### src/rtl/cordic_iterative_dual_if.sv
// Sample-in / result-out bus of the iterative CORDIC engine.
// The engine is the slave and the sample source/consumer side is the master.
interface cordic_iterative_dual_if #(
    parameter int unsigned W = 8
);
    logic signed [W-1:0] x_i;
    logic signed [W-1:0] y_i;
    logic signed [W-1:0] z_i;
    logic                mode_i;
    logic                in_valid_i;
    logic                in_ready_o;
    logic signed [W-1:0] x_o;
    logic signed [W-1:0] y_o;
    logic signed [W-1:0] z_o;
    logic                out_valid_o;
    logic                out_ready_i;

    modport master (
        output x_i, y_i, z_i, mode_i, in_valid_i, out_ready_i,
        input  in_ready_o, x_o, y_o, z_o, out_valid_o
    );

    modport slave (
        input  x_i, y_i, z_i, mode_i, in_valid_i, out_ready_i,
        output in_ready_o, x_o, y_o, z_o, out_valid_o
    );
endinterface

### src/rtl/cordic_iterative_dual.sv
// Iterative rotation/vectoring CORDIC: one shared micro-rotation per clock,
// guard-bit internal datapath with saturating registered outputs.
module cordic_iterative_dual #(
    parameter int unsigned N_FRAC     = 7,
    parameter int unsigned ITERATIONS = 6,
    parameter int unsigned GUARD      = 2
) (
    input  logic                    clk_i,
    input  logic                    rst_i,
    cordic_iterative_dual_if.slave  bus
);
    localparam int unsigned W  = N_FRAC + 1;
    localparam int unsigned WI = W + GUARD;
    localparam int unsigned CW = (ITERATIONS > 1) ? $clog2(ITERATIONS) : 1;

    if (N_FRAC < 3 || N_FRAC > 16 || ITERATIONS == 0 || ITERATIONS > 16) begin : g_bad_param
        $error("cordic_iterative_dual: N_FRAC must be 3..16 and ITERATIONS 1..16");
    end

    localparam logic signed [WI-1:0] SAT_HI = WI'((1 << N_FRAC) - 1);
    localparam logic signed [WI-1:0] SAT_LO = ~SAT_HI;

    typedef enum logic [1:0] {
        S_IDLE = 2'd0,
        S_CALC = 2'd1,
        S_DONE = 2'd2
    } state_e;

    state_e                state_q;
    logic [CW-1:0]         cnt_q;
    logic signed [WI-1:0]  x_q, y_q, z_q;
    logic                  mode_q;
    logic                  out_valid_q;
    logic signed [W-1:0]   x_o_q, y_o_q, z_o_q;

    logic signed [WI-1:0]  x_d, y_d, z_d;
    logic signed [WI-1:0]  x_sh, y_sh, atan_c;
    logic                  d_pos;

    // atan(2^-i) in units of pi, 16-bit reference scaled down by truncation
    function automatic logic signed [WI-1:0] atan_lut(input logic [3:0] idx);
        logic [16:0] l;
        case (idx)
            4'd0:    l = 17'd16384;
            4'd1:    l = 17'd9672;
            4'd2:    l = 17'd5110;
            4'd3:    l = 17'd2594;
            4'd4:    l = 17'd1302;
            4'd5:    l = 17'd652;
            4'd6:    l = 17'd326;
            4'd7:    l = 17'd163;
            4'd8:    l = 17'd81;
            4'd9:    l = 17'd41;
            4'd10:   l = 17'd20;
            4'd11:   l = 17'd10;
            4'd12:   l = 17'd5;
            4'd13:   l = 17'd3;
            default: l = 17'd1;
        endcase
        return $signed(WI'(l >> (16 - N_FRAC)));
    endfunction

    function automatic logic signed [W-1:0] sat(input logic signed [WI-1:0] v);
        if (v > SAT_HI) begin
            return W'(SAT_HI);
        end else if (v < SAT_LO) begin
            return W'(SAT_LO);
        end
        return W'(v);
    endfunction

    // One micro-rotation on the working registers
    always_comb begin
        x_sh   = x_q >>> cnt_q;
        y_sh   = y_q >>> cnt_q;
        atan_c = atan_lut(4'(cnt_q));
        d_pos  = mode_q ? y_q[WI-1] : ~z_q[WI-1];
        x_d    = x_q;
        y_d    = y_q;
        z_d    = z_q;
        if (d_pos) begin
            x_d = x_q - y_sh;
            y_d = y_q + x_sh;
            z_d = z_q - atan_c;
        end else begin
            x_d = x_q + y_sh;
            y_d = y_q - x_sh;
            z_d = z_q + atan_c;
        end
    end

    always_ff @(posedge clk_i) begin
        if (rst_i) begin
            state_q     <= S_IDLE;
            cnt_q       <= '0;
            x_q         <= '0;
            y_q         <= '0;
            z_q         <= '0;
            mode_q      <= 1'b0;
            out_valid_q <= 1'b0;
            x_o_q       <= '0;
            y_o_q       <= '0;
            z_o_q       <= '0;
        end else begin
            case (state_q)
                S_IDLE: begin
                    if (bus.in_valid_i) begin
                        x_q     <= WI'($signed(bus.x_i));
                        y_q     <= WI'($signed(bus.y_i));
                        z_q     <= WI'($signed(bus.z_i));
                        mode_q  <= bus.mode_i;
                        cnt_q   <= '0;
                        state_q <= S_CALC;
                    end
                end
                S_CALC: begin
                    x_q <= x_d;
                    y_q <= y_d;
                    z_q <= z_d;
                    if (cnt_q == CW'(ITERATIONS - 1)) begin
                        state_q     <= S_DONE;
                        out_valid_q <= 1'b1;
                        x_o_q       <= sat(x_d);
                        y_o_q       <= sat(y_d);
                        z_o_q       <= sat(z_d);
                    end else begin
                        cnt_q <= cnt_q + CW'(1);
                    end
                end
                S_DONE: begin
                    if (bus.out_ready_i) begin
                        out_valid_q <= 1'b0;
                        state_q     <= S_IDLE;
                    end
                end
                default: begin
                    state_q     <= S_IDLE;
                    out_valid_q <= 1'b0;
                end
            endcase
        end
    end

    assign bus.in_ready_o  = (state_q == S_IDLE) && !rst_i;
    assign bus.out_valid_o = out_valid_q;
    assign bus.x_o         = x_o_q;
    assign bus.y_o         = y_o_q;
    assign bus.z_o         = z_o_q;
endmodule

### src/flat_wrapper.sv
// flat-port wrapper written by rule: the top's interface ports become plain ports
module cordic_iterative_dual_flat 
#(
    parameter int unsigned N_FRAC     = 7,
    parameter int unsigned ITERATIONS = 6,
    parameter int unsigned GUARD      = 2
)
  (clk_i, rst_i, bus_x_i, bus_y_i, bus_z_i, bus_mode_i, bus_in_valid_i, bus_out_ready_i, bus_in_ready_o, bus_x_o, bus_y_o, bus_z_o, bus_out_valid_o);
  cordic_iterative_dual_if #(.W((7) + 1)) bus_i ();
  input  logic clk_i;
  input  logic rst_i;
  input wire logic [$bits(bus_i.x_i)-1:0] bus_x_i;
  input wire logic [$bits(bus_i.y_i)-1:0] bus_y_i;
  input wire logic [$bits(bus_i.z_i)-1:0] bus_z_i;
  input wire logic [$bits(bus_i.mode_i)-1:0] bus_mode_i;
  input wire logic [$bits(bus_i.in_valid_i)-1:0] bus_in_valid_i;
  input wire logic [$bits(bus_i.out_ready_i)-1:0] bus_out_ready_i;
  output wire logic [$bits(bus_i.in_ready_o)-1:0] bus_in_ready_o;
  output wire logic [$bits(bus_i.x_o)-1:0] bus_x_o;
  output wire logic [$bits(bus_i.y_o)-1:0] bus_y_o;
  output wire logic [$bits(bus_i.z_o)-1:0] bus_z_o;
  output wire logic [$bits(bus_i.out_valid_o)-1:0] bus_out_valid_o;
  assign bus_i.x_i = bus_x_i;
  assign bus_i.y_i = bus_y_i;
  assign bus_i.z_i = bus_z_i;
  assign bus_i.mode_i = bus_mode_i;
  assign bus_i.in_valid_i = bus_in_valid_i;
  assign bus_i.out_ready_i = bus_out_ready_i;
  assign bus_in_ready_o = bus_i.in_ready_o;
  assign bus_x_o = bus_i.x_o;
  assign bus_y_o = bus_i.y_o;
  assign bus_z_o = bus_i.z_o;
  assign bus_out_valid_o = bus_i.out_valid_o;
  cordic_iterative_dual #(.N_FRAC(N_FRAC), .ITERATIONS(ITERATIONS), .GUARD(GUARD)) u_core (.clk_i(clk_i), .rst_i(rst_i), .bus(bus_i));
endmodule
### config.mk
export PLATFORM = sky130hd
export DESIGN_NAME = cordic_iterative_dual_flat
export DESIGN_NICKNAME = d
export VERILOG_FILES = /design/src/rtl/cordic_iterative_dual_if.sv /design/src/rtl/cordic_iterative_dual.sv /design/src/flat_wrapper.sv
export SDC_FILE = /design/constraint.sdc
export NUM_CORES = 1
export LEC_CHECK = 0
export CORE_MARGIN = 1
export CORE_UTILIZATION = 49
export CTS_CLUSTER_DIAMETER = 50
export DETAILED_ROUTE_END_ITERATION = 8
export GPL_TIMING_DRIVEN = 0
export MAX_ROUTING_LAYER = met4
export PLACE_DENSITY = 0.75
export SYNTH_ARGS = -nofsm -noshare
export SYNTH_HDL_FRONTEND = slang
export SYNTH_SLANG_ARGS = --single-unit
export TNS_END_PERCENT = 20
### constraint.sdc
create_clock -name clk_i -period 8 [get_ports clk_i]
set_input_delay 1.6 -clock clk_i [delete_from_list [all_inputs] [get_ports clk_i]]
set_output_delay 1.6 -clock clk_i [all_outputs]
set_load 0.05 [all_outputs]
# Word-level counts from Yosys, hierarchy flattened
# Memory sizes are Yosys's and may differ from the RTL's. A register that Yosys moved wholly into a read port is not among the register bits.
# Index checks and enable logic that the tools add are counted.
dict set report classes {
  addsub 7
  order_cmp 6
  eq_ne 7
  shift 2
  n_mux 46
  bitwise_logic 2
  n_reduce_logical 10
}
# cell count
set op_table {}
lappend op_table {{2-to-1 mux 8 bit} 9}
lappend op_table {{2-to-1 mux 10 bit} 6}
lappend op_table {{one-hot mux 10 bit (2 select lines)} 3}
lappend op_table {{greater-than comparator 10 x 8 -> 1 bit (second input constant)} 3}
lappend op_table {{< comparator 10 x 8 -> 1 bit (second input constant)} 3}
lappend op_table {{adder 10 bit} 2}
lappend op_table {{>>> shifter 10 x 3 -> 10 bit} 2}
lappend op_table {{subtractor 10 bit} 2}
lappend op_table {{2-to-1 mux 1 bit} 18}
lappend op_table {{2-to-1 mux 3 bit} 4}
lappend op_table {{adder 10 x 9 -> 10 bit} 1}
lappend op_table {{subtractor 10 x 9 -> 10 bit} 1}
lappend op_table {{AND reduction 3 bit} 3}
lappend op_table {{2-to-1 mux 2 bit} 3}
lappend op_table {{!= test 2 bit (second input constant)} 3}
lappend op_table {{one-hot mux 2 bit (3 select lines)} 1}
lappend op_table {{one-hot mux 3 bit (2 select lines)} 1}
lappend op_table {{AND reduction 2 bit} 3}
lappend op_table {{adder 3 x 1 -> 3 bit (second input constant)} 1}
lappend op_table {{equality test 3 bit (second input constant)} 1}
lappend op_table {{one-hot mux 1 bit (3 select lines)} 1}
lappend op_table {{equality test 2 x 1 -> 1 bit (second input constant)} 1}
lappend op_table {{equality test 2 bit (second input constant)} 1}
lappend op_table {{logical NOT 2 bit} 1}
lappend op_table {{other kinds (5)} 6}
dict set report word_totals {
  register_bits 61
  romBits 120
  input_bits 29
  out_inout_bits 26
  elab_cells 91
  n_memories 1
}
# memory depth width read_ports rd_ports_with_merged_regs write_ports line_no
set memory_table {}
lappend memory_table {{(name not given)} 8 15 1 1 0 cordic_iterative_dual.sv:43} ;# case (idx)

# Depth between registers and ports, before layout
# Gate-level depths: netlist of the first run.
dict set report depth {
  ltp_word 10
  depth_mapped 21
  mapped_depth_nobuf 19
}

# Worst setup path before layout of the first run
# Ideal clock, no wire load.
dict set report synth_path {
  path_kind {input -> output}
  from {input port rst_i}
  to {output port bus_in_ready_o}
  arrival_time_ns 3.039
  t_required_ns 6.400
  slack_ns 3.361
  cell_stages 3
  n_path_buf 2
  path_cell_list {clkbuf_1 -> clkbuf_1 -> nor3_1}
}
dict set report synth_between {
  elab_chain_len 2
}
# element line_no
set synth_rtl {}
lappend synth_rtl {{start: declaration} flat_wrapper.sv:11} ;# input logic rst_i;
lappend synth_rtl {{logical NOT 1 bit} cordic_iterative_dual.sv:144} ;# assign bus.in_ready_o = (state_q == S_IDLE) && !rst_i;
lappend synth_rtl {{logical AND 1 bit} cordic_iterative_dual.sv:144}
lappend synth_rtl {{end: declaration} flat_wrapper.sv:18} ;# output wire logic [$bits(bus_i.in_ready_o)-1:0] bus_in_ready_o;
# No other way between the ends.

# Worst setup path after layout of the first run
# Ends and elaborated chain as after synthesis.

==> qor.yml, run 1 <==
report.final.slew_viol_count: 0
post_synth_cell_types: 69
end_kind: "output pin"
grt.overflow.total: 0
cp-endpoint: "bus_in_ready_o"
finalWeightedCongestion: 1.02
tns_ps: 0
post-route-period-util: 0.673
synth_edf_count: 0
timing.critical_path.cells: "clkdlybuf4s50_1, clkbuf_1, clkbuf_1, nor3_1, clkdlybuf4s50_1"
finalSetupViolCount: 0
yosys_reg_bits: 67
grt_antenna_before_repair: 0
whs_ps: 455
crit_family: "buffers and inverters"
syn_area_per_cell_um2: 7.60
numCtsBuffers: 9
nFillCells: 1002
first_pass_iters: 6
dieArea_um2: 11300
placeable_core_region_um2: 10500
groute.usage.overall: 0.323
clkSinkCount: 67
cts_tree: "done"
power.static_leakage_nw: 2.37
finalWirelength_mm: 17.1
timing.rr.start: "u_core.cnt_q[2]"
count_of_max_cap_constraint_violations: 0
worst_pin_slew_ps: 895
insertion_delay_ps: 360
hold_buf_count_cts: 0
worst_path_max_delay_cell: "sky130_fd_sc_hd__clkdlybuf4s50_1"
nets: 831
via_per_instance_ratio: 6.19
syn_nets: 766
hold_violations: 0
initialDrtViolationCount: 416
synthSimpleGateAreaFrac: 0.219
area_delta_synth_final_pct: 17.4
dominant_combinational_cell_family_by_area_after_synthesis: "compound AO/OA/AOI/OAI gates"
cts_buffer_depth: 2
port-buffer-count: 54
critical_path_arrival_ps: 3780
cts.htree.levels: 3
reg2regPathDepth: 18
clk_root_buffer_cell: "sky130_fd_sc_hd__clkbuf_8"
final_period_minus_worst_setup_slack_ps: 5380
reg2reg_slack_ps: 2740
post_synth_instance_area_um2: 5340
synth-xor-area-share: 0.0734
status: "finished, final reports clean"
worst-path-max-fanout: 10
rsz0062_at_grt: "no"
routed_wire_length_per_instance_um: 18.9
std_cell_rows: 37
worstSetupStartpoint: "rst_i"
r2r_end: "u_core.bus.x_o[2]"
worst-path-stages: 5
residual_drc_count: 0
clk_skew_ps: 8.25
diodes: 0
crit_path_max_incr_delay_ps: 720
met1_usage: 0.400
worst_slew_margin_rel: 0.399
number_of_vias_in_the_routed_layout: 5623
pwr_density_cell_nw_per_um2: 268
critical_path_class: "primary input to output pin"
place.detailed.hpwl_mm: 13.0
grt_util_met2: 0.514
max_freq_ghz: 0.186
global_route.usage.met3: 0.0576
global_route_wire_length_before_repair_mm: 27.3
global_route.peak_usage_layer: "met2"
synthesis_warnings: 0
die_h_um: 106
cts_post_setup_buffers_inserted: 0
dieWidth_um: 106
drt.antenna.violating_nets: 0
ys_async_sr_fraction: 0
syn_inst: 702
cp_num_buf_inv: 4
worst_ep_required_time_ps: 6400
grt_start_max_net_pins: 13
grt_pass1_vias: 5337
min_path_type: "flip-flop to flip-flop"
synth_fa_ha_area_frac: 0.0863
synthMuxAreaShare: 0.0741
floorplan.initialDensity: 0.510
max-vdd-ir-drop_uv: 135
seq_area_frac_synth: 0.251
post_cts_resized: 0
io_pins: 55
setup.worst_path.start_class: "primary input"
dominantRegCellSynth: "sky130_fd_sc_hd__dfxtp_1"
synth-compound-area-share: 0.247
clk_transition_reported_paths_ps: 70
drive_gt1_frac: 0.0635
-- how the worst min path moves through the flow --
| stage | startpoint | endpoint | cells after the start |
|---|---|---|---|
| detailed placement | u_core.bus.z_o[7] | u_core.bus.z_o[7] | 2 |
| floorplan | u_core.z_q[2] | u_core.z_q[2] | 2 |
| global placement | u_core.bus.out_valid_o | u_core.bus.out_valid_o | 2 |
| CTS | u_core.bus.z_o[7] | u_core.bus.z_o[7] | 2 |
| finish | u_core.bus.z_o[7] | u_core.bus.z_o[7] | 2 |
| global route | u_core.bus.z_o[7] | u_core.bus.z_o[7] | 2 |
-- area by class of cell --
| type | instances | area (um2) | share of cell area |
|---|---|---|---|
| Buffer | 40 | 166 | 0.0266 |
| Clock buffer | 9 | 124 | 0.0198 |
| Clock inverter | 7 | 92.6 | 0.0148 |
| Inverter | 24 | 90.1 | 0.0144 |
| Multi-Input combinational cell | 571 | 3740 | 0.597 |
| Sequential cell | 67 | 1340 | 0.214 |
| Tap cell | 136 | 170 | 0.0272 |
| Timing Repair Buffer | 54 | 541 | 0.0863 |
-- placed cells by master, fill, tap and decap left out, types with 21 or more instances in the layout --
master | netlist | final
sky130_fd_sc_hd__a211oi_1 | 21 | 21
sky130_fd_sc_hd__a21oi_1 | 35 | 35
sky130_fd_sc_hd__clkbuf_1 | 29 | 29
sky130_fd_sc_hd__clkdlybuf4s50_1 | 0 | 54
sky130_fd_sc_hd__dfxtp_1 | 67 | 67
sky130_fd_sc_hd__ha_1 | 32 | 32
sky130_fd_sc_hd__inv_1 | 23 | 23
sky130_fd_sc_hd__nand2_1 | 89 | 89
sky130_fd_sc_hd__nor2_1 | 104 | 104
sky130_fd_sc_hd__o21ai_0 | 47 | 47
sky130_fd_sc_hd__xnor2_1 | 31 | 31
-- layer usage --
metal | wire length (um) | vias to the layer above
li1 | - | 2642
met1 | 7270 | 2629
met3 | 1410 | 61
met2 | 7950 | 291
met4 | 518 | 0
met5 | 0 | -
-- tightest hold or removal path: stages (launching register included) --
cell and delay [ps]:
sky130_fd_sc_hd__dfxtp_1 310, sky130_fd_sc_hd__nand2_1 50, sky130_fd_sc_hd__a21oi_1 50
-- synthesized netlist by cell type (4+ instances only) --
cell / n / area share
sky130_fd_sc_hd__inv_1: 23 / 0.016
sky130_fd_sc_hd__buf_2: 4 / 0.0038
sky130_fd_sc_hd__nor3_1: 18 / 0.017
sky130_fd_sc_hd__o31a_1: 4 / 0.0066
sky130_fd_sc_hd__a21o_1: 4 / 0.0056
sky130_fd_sc_hd__dfxtp_1: 67 / 0.25
sky130_fd_sc_hd__a311oi_1: 12 / 0.020
sky130_fd_sc_hd__xnor2_1: 31 / 0.051
sky130_fd_sc_hd__buf_1: 5 / 0.0035
sky130_fd_sc_hd__nand2_1: 89 / 0.063
sky130_fd_sc_hd__mux2_2: 9 / 0.019
sky130_fd_sc_hd__a221oi_1: 6 / 0.0098
sky130_fd_sc_hd__a211oi_1: 21 / 0.030
sky130_fd_sc_hd__clkbuf_1: 29 / 0.020
sky130_fd_sc_hd__o21a_1: 10 / 0.014
sky130_fd_sc_hd__nor2b_1: 15 / 0.018
sky130_fd_sc_hd__nor2_1: 104 / 0.073
sky130_fd_sc_hd__or3_1: 8 / 0.0094
sky130_fd_sc_hd__a21oi_1: 35 / 0.033
sky130_fd_sc_hd__a221o_1: 7 / 0.013
sky130_fd_sc_hd__nand3_1: 6 / 0.0056
sky130_fd_sc_hd__a31oi_1: 13 / 0.015
sky130_fd_sc_hd__nand2b_1: 9 / 0.011
sky130_fd_sc_hd__ha_1: 32 / 0.075
sky130_fd_sc_hd__o21ai_0: 47 / 0.044
sky130_fd_sc_hd__xor2_1: 10 / 0.016
sky130_fd_sc_hd__mux2i_1: 20 / 0.038
-- report_power, final --
part | internal, mW | total, mW | leakage, nW | switching, mW
Combinational | 0.377 | 0.957 | 1.72 | 0.580
Clock | 0.174 | 0.313 | 0.101 | 0.139
Sequential | 0.363 | 0.409 | 0.547 | 0.0466
-- kinds of logic (layout without fill, tap and decap cells) --
| family | count (synthesis) | in the layout |
|---|---|---|
| xor gates and xnor gates | 43 | 43 |
| DFF | 67 | 67 |
| muxes | 33 | 33 |
| buffers and inverters | 64 | 134 |
| and+or+nand+nor | 267 | 267 |
| AOI/OAI and AO/OA | 193 | 193 |
| adders and majority gates | 35 | 35 |
-- metrics by stage --
step	area (um2)	cells	util	power (mW)	setup slack [ps]
floorplan	5340	702	-	1.12	3360
global placement	6050	892	0.578	1.32	2610
detailed placement	6050	892	0.578	1.34	2640
CTS	6260	908	0.599	1.66	2630
global route	6260	908	0.599	1.79	2410
finish	6260	908	0.599	1.68	2620
-- flip-flops by register name (all words and copies together) (netlist names) --
register and cells:
u_core.bus.z_o 8, u_core.cnt_q 3, u_core.y_q 10, u_core.z_q 10, u_core.bus.y_o 8, u_core.bus.out_valid_o 1, u_core.mode_q 1, u_core.x_q 10
u_core.bus.x_o 8, u_core.atan_c 6, u_core.state_q 2
Note: power is estimated with default switching activity, not from simulation.
==> run 2, diff against run 1 <==
Settings changed: PLACE_DENSITY 0.75 to 0.78.
Clock period 8 ns to 4.7 ns, I/O delays scaled along.
==> run 2 against run 1 <==
Effect of this change: total power up 72%; count of clock-buffer cells in the layout up 1; flip-flop and latch count unchanged; non-clock buffer count unchanged; final cell count unchanged; die area unchanged; setup slack worse by 2400 ps; design area up 0.62%; sequential share of layout area down 0.11 points; routed wire length down 0.84%; critical endpoint is now u_core.bus.x_o[1]; largest cell class unchanged; highest routed layer unchanged.
==> qor.yml, run 2 (synthesized netlist as in run 1, its figures left out) <==
multi_input_comb_area_um2: 3770  # was 3740 um2
clk_root_buffer_cell: "sky130_fd_sc_hd__clkbuf_8"  # unchanged
final_period_minus_worst_setup_slack_ps: 4440
cts_buffer_depth: 2  # unchanged
setup.worst_path.start_class: "flip-flop"  # was primary input
max-vdd-ir-drop_uv: 238  # was 135 uV
via_per_instance_ratio: 6.13  # was 6.19
numCtsBuffers: 9  # unchanged
power.static_leakage_nw: 2.38  # was 2.37 nW
global_route_wire_length_before_repair_mm: 26.8  # was 27.3 mm
dieArea_um2: 11300  # unchanged
report.final.slew_viol_count: 0  # unchanged
cts_tree: "done"  # unchanged
insertion_delay_ps: 350  # was 360 ps
groute.usage.overall: 0.315  # was 0.323
post_placement_cell_area_um2: 6050  # unchanged
critical_path_class: "flip-flop to flip-flop"  # was primary input to output pin
initialDrtViolationCount: 351  # was 416
place.detailed.hpwl_mm: 13.2  # was 13.0 mm
clkSinkCount: 67  # unchanged
worst_slew_margin_rel: 0.405  # was 0.399
timing.critical_path.cells: "buf_6, buf_4, clkbuf_4, inv_1, o21ai_0, a32oi_1, nor2b_1, o21ai_0, nand2_1, xnor2_1, ha_1, or3_1, o221ai_1, o21ai_0, xnor2_1, buf_4, nor2_1, nor2_4, a211oi_1"  # was clkdlybuf4s50_1, clkbuf_1, clkbuf_1, nor3_1, clkdlybuf4s50_1
grt_antenna_before_repair: 0  # unchanged
rsz0062_at_grt: "no"  # unchanged
io_pins: 55  # unchanged
totalPowerFinal_mw: 2.88  # was 1.68 mW
first_pass_iters: 5  # was 6
sequential_cell_area_um2: 1340  # about the same
area_delta_synth_final_pct: 18.1  # was 17.4%
grt_start_max_net_pins: 20  # was 13
worst_path_most_repeated_cell: "sky130_fd_sc_hd__o21ai_0"
hold_violations: 0  # unchanged
post-route-period-util: 0.945
nets: 831  # unchanged
end_kind: "flip-flop"  # was output pin
timing.final.ws_setup_ps: 260  # was 2620 ps
critical_path_arrival_ps: 4700  # was 3780 ps
holdCritStartpoint: "u_core.bus.z_o[7]"  # unchanged
count_of_max_cap_constraint_violations: 0  # unchanged
drive_gt1_frac: 0.0777  # was 0.0635
place_worst_setup_slack_ps: -417  # was 2640 ps
finalWirelength_mm: 17.0  # was 17.1 mm
utilization: 0.602  # was 0.599
placeable_core_region_um2: 10500  # unchanged
dieWidth_um: 106  # unchanged
worst_ep_required_time_ps: 4960  # was 6400 ps
worst_path_max_delay_cell: "sky130_fd_sc_hd__o21ai_0"  # was sky130_fd_sc_hd__clkdlybuf4s50_1
routed_wire_length_per_instance_um: 18.7  # was 18.9 um
crit_path_max_incr_delay_ps: 600  # was 720 ps
nFillCells: 977  # was 1002
number_of_vias_in_the_routed_layout: 5566  # was 5623
die_h_um: 106  # unchanged
std_cell_rows: 37  # unchanged
grt.overflow.total: 0  # unchanged
residual_drc_count: 0  # unchanged
worstSetupStartpoint: "u_core.cnt_q[1]"  # was rst_i
diodes: 0  # unchanged
finalWeightedCongestion: 1.00  # was 1.02
final_cell_mix: "sky130_fd_sc_hd__nor2_1 (104), sky130_fd_sc_hd__nand2_1 (88), sky130_fd_sc_hd__dfxtp_1 (66), sky130_fd_sc_hd__clkdlybuf4s50_1 (54), sky130_fd_sc_hd__o21ai_0 (44)"  # was sky130_fd_sc_hd__nor2_1 (104), sky130_fd_sc_hd__nand2_1 (89), sky130_fd_sc_hd__dfxtp_1 (67), sky130_fd_sc_hd__clkdlybuf4s50_1 (54), sky130_fd_sc_hd__o21ai_0 (47)
timing.rr.start: "u_core.cnt_q[1]"  # was u_core.cnt_q[2]
worst-path-max-fanout: 10  # unchanged
worst_pin_slew_ps: 890  # was 895 ps
max_freq_ghz: 0.225
hold_buf_count_cts: 0  # unchanged
tns_ps: 0  # unchanged
grt_pass1_vias: 5252  # was 5337
floorplan.initialDensity: 0.510  # unchanged
top_regs: "u_core.x_q (10), u_core.y_q (10), u_core.z_q (10)"  # unchanged
mostFrequentLayoutCell: "sky130_fd_sc_hd__nor2_1"  # unchanged
min_path_type: "flip-flop to flip-flop"  # unchanged
clk_transition_reported_paths_ps: 80  # was 70 ps
clk_skew_ps: 10.8  # was 8.25 ps
port-buffer-count: 54  # unchanged
finalInstanceArea_um2: 6300  # was 6260 um2
pwr_density_cell_nw_per_um2: 458  # was 268 nW/um2
status: "finished, final reports clean"  # unchanged
finalSetupViolCount: 0  # unchanged
cts.htree.levels: 3  # unchanged
drt.antenna.violating_nets: 0  # unchanged
[run 2: area by class of cell]
cell class                      count  share of cell area
Timing Repair Buffer               56              0.0882
Tap cell                          136              0.0270
Sequential cell                    67               0.213
Inverter                           24              0.0143
Multi-Input combinational cell    571               0.598
Clock inverter                      6              0.0103
Clock buffer                       10              0.0218
Buffer                             38              0.0272
[run 2: path summary, 6_finish.rpt]
kind | cells after the start | to | slack [ps]
max | 19 | u_core.bus.x_o[1] | 260
min | 2 | u_core.bus.z_o[7] | 460
min reg2reg | 2 | u_core.bus.z_o[7] | 460
max reg2reg | 19 | u_core.bus.x_o[1] | 260
[run 2: repair_timing]
action,4_1_cts,5_1_grt
endpoints found under the hold margin,0,0
setup endpoints to repair,16,24
pin swaps,1,1
setup buffers,1,1
gates resized for setup,5,15
[run 2: through the flow]
step / cells / hold slack [ps]
after floorplan: 702 / 441
after global placement: 892 / 446
after detailed placement: 892 / 448
after CTS: 907 / 457
after global routing: 908 / 497
final: 908 / 455
[run 2: where the power goes]
group | switching [mW] | total, mW | internal [mW]
Clock | 0.236 | 0.494 | 0.258
Sequential | 0.0798 | 0.697 | 0.617
Combinational | 1.00 | 1.69 | 0.692
Total | 1.32 | 2.88 | 1.57
[run 2: per-layer routing]
| metal | global-route usage | share of wire |
|---|---|---|
| met1 | 0.392 | 0.42 |
| met2 | 0.504 | 0.47 |
| met3 | 0.0484 | 0.072 |
| met4 | 0.140 | 0.039 |
| met5 | - | 0 |
[run 2: worst max-delay path: cells and delay by family, from the launching register on]
| kind | cells | cell delay, ps |
|---|---|---|
| adders and majority gates | 1 | 240 |
| AOI/OAI and AO/OA | 6 | 1580 |
| and+or+nand+nor | 5 | 1000 |
| DFF | 1 | 410 |
| buffers and inverters | 5 | 870 |
| xor gates and xnor gates | 2 | 250 |
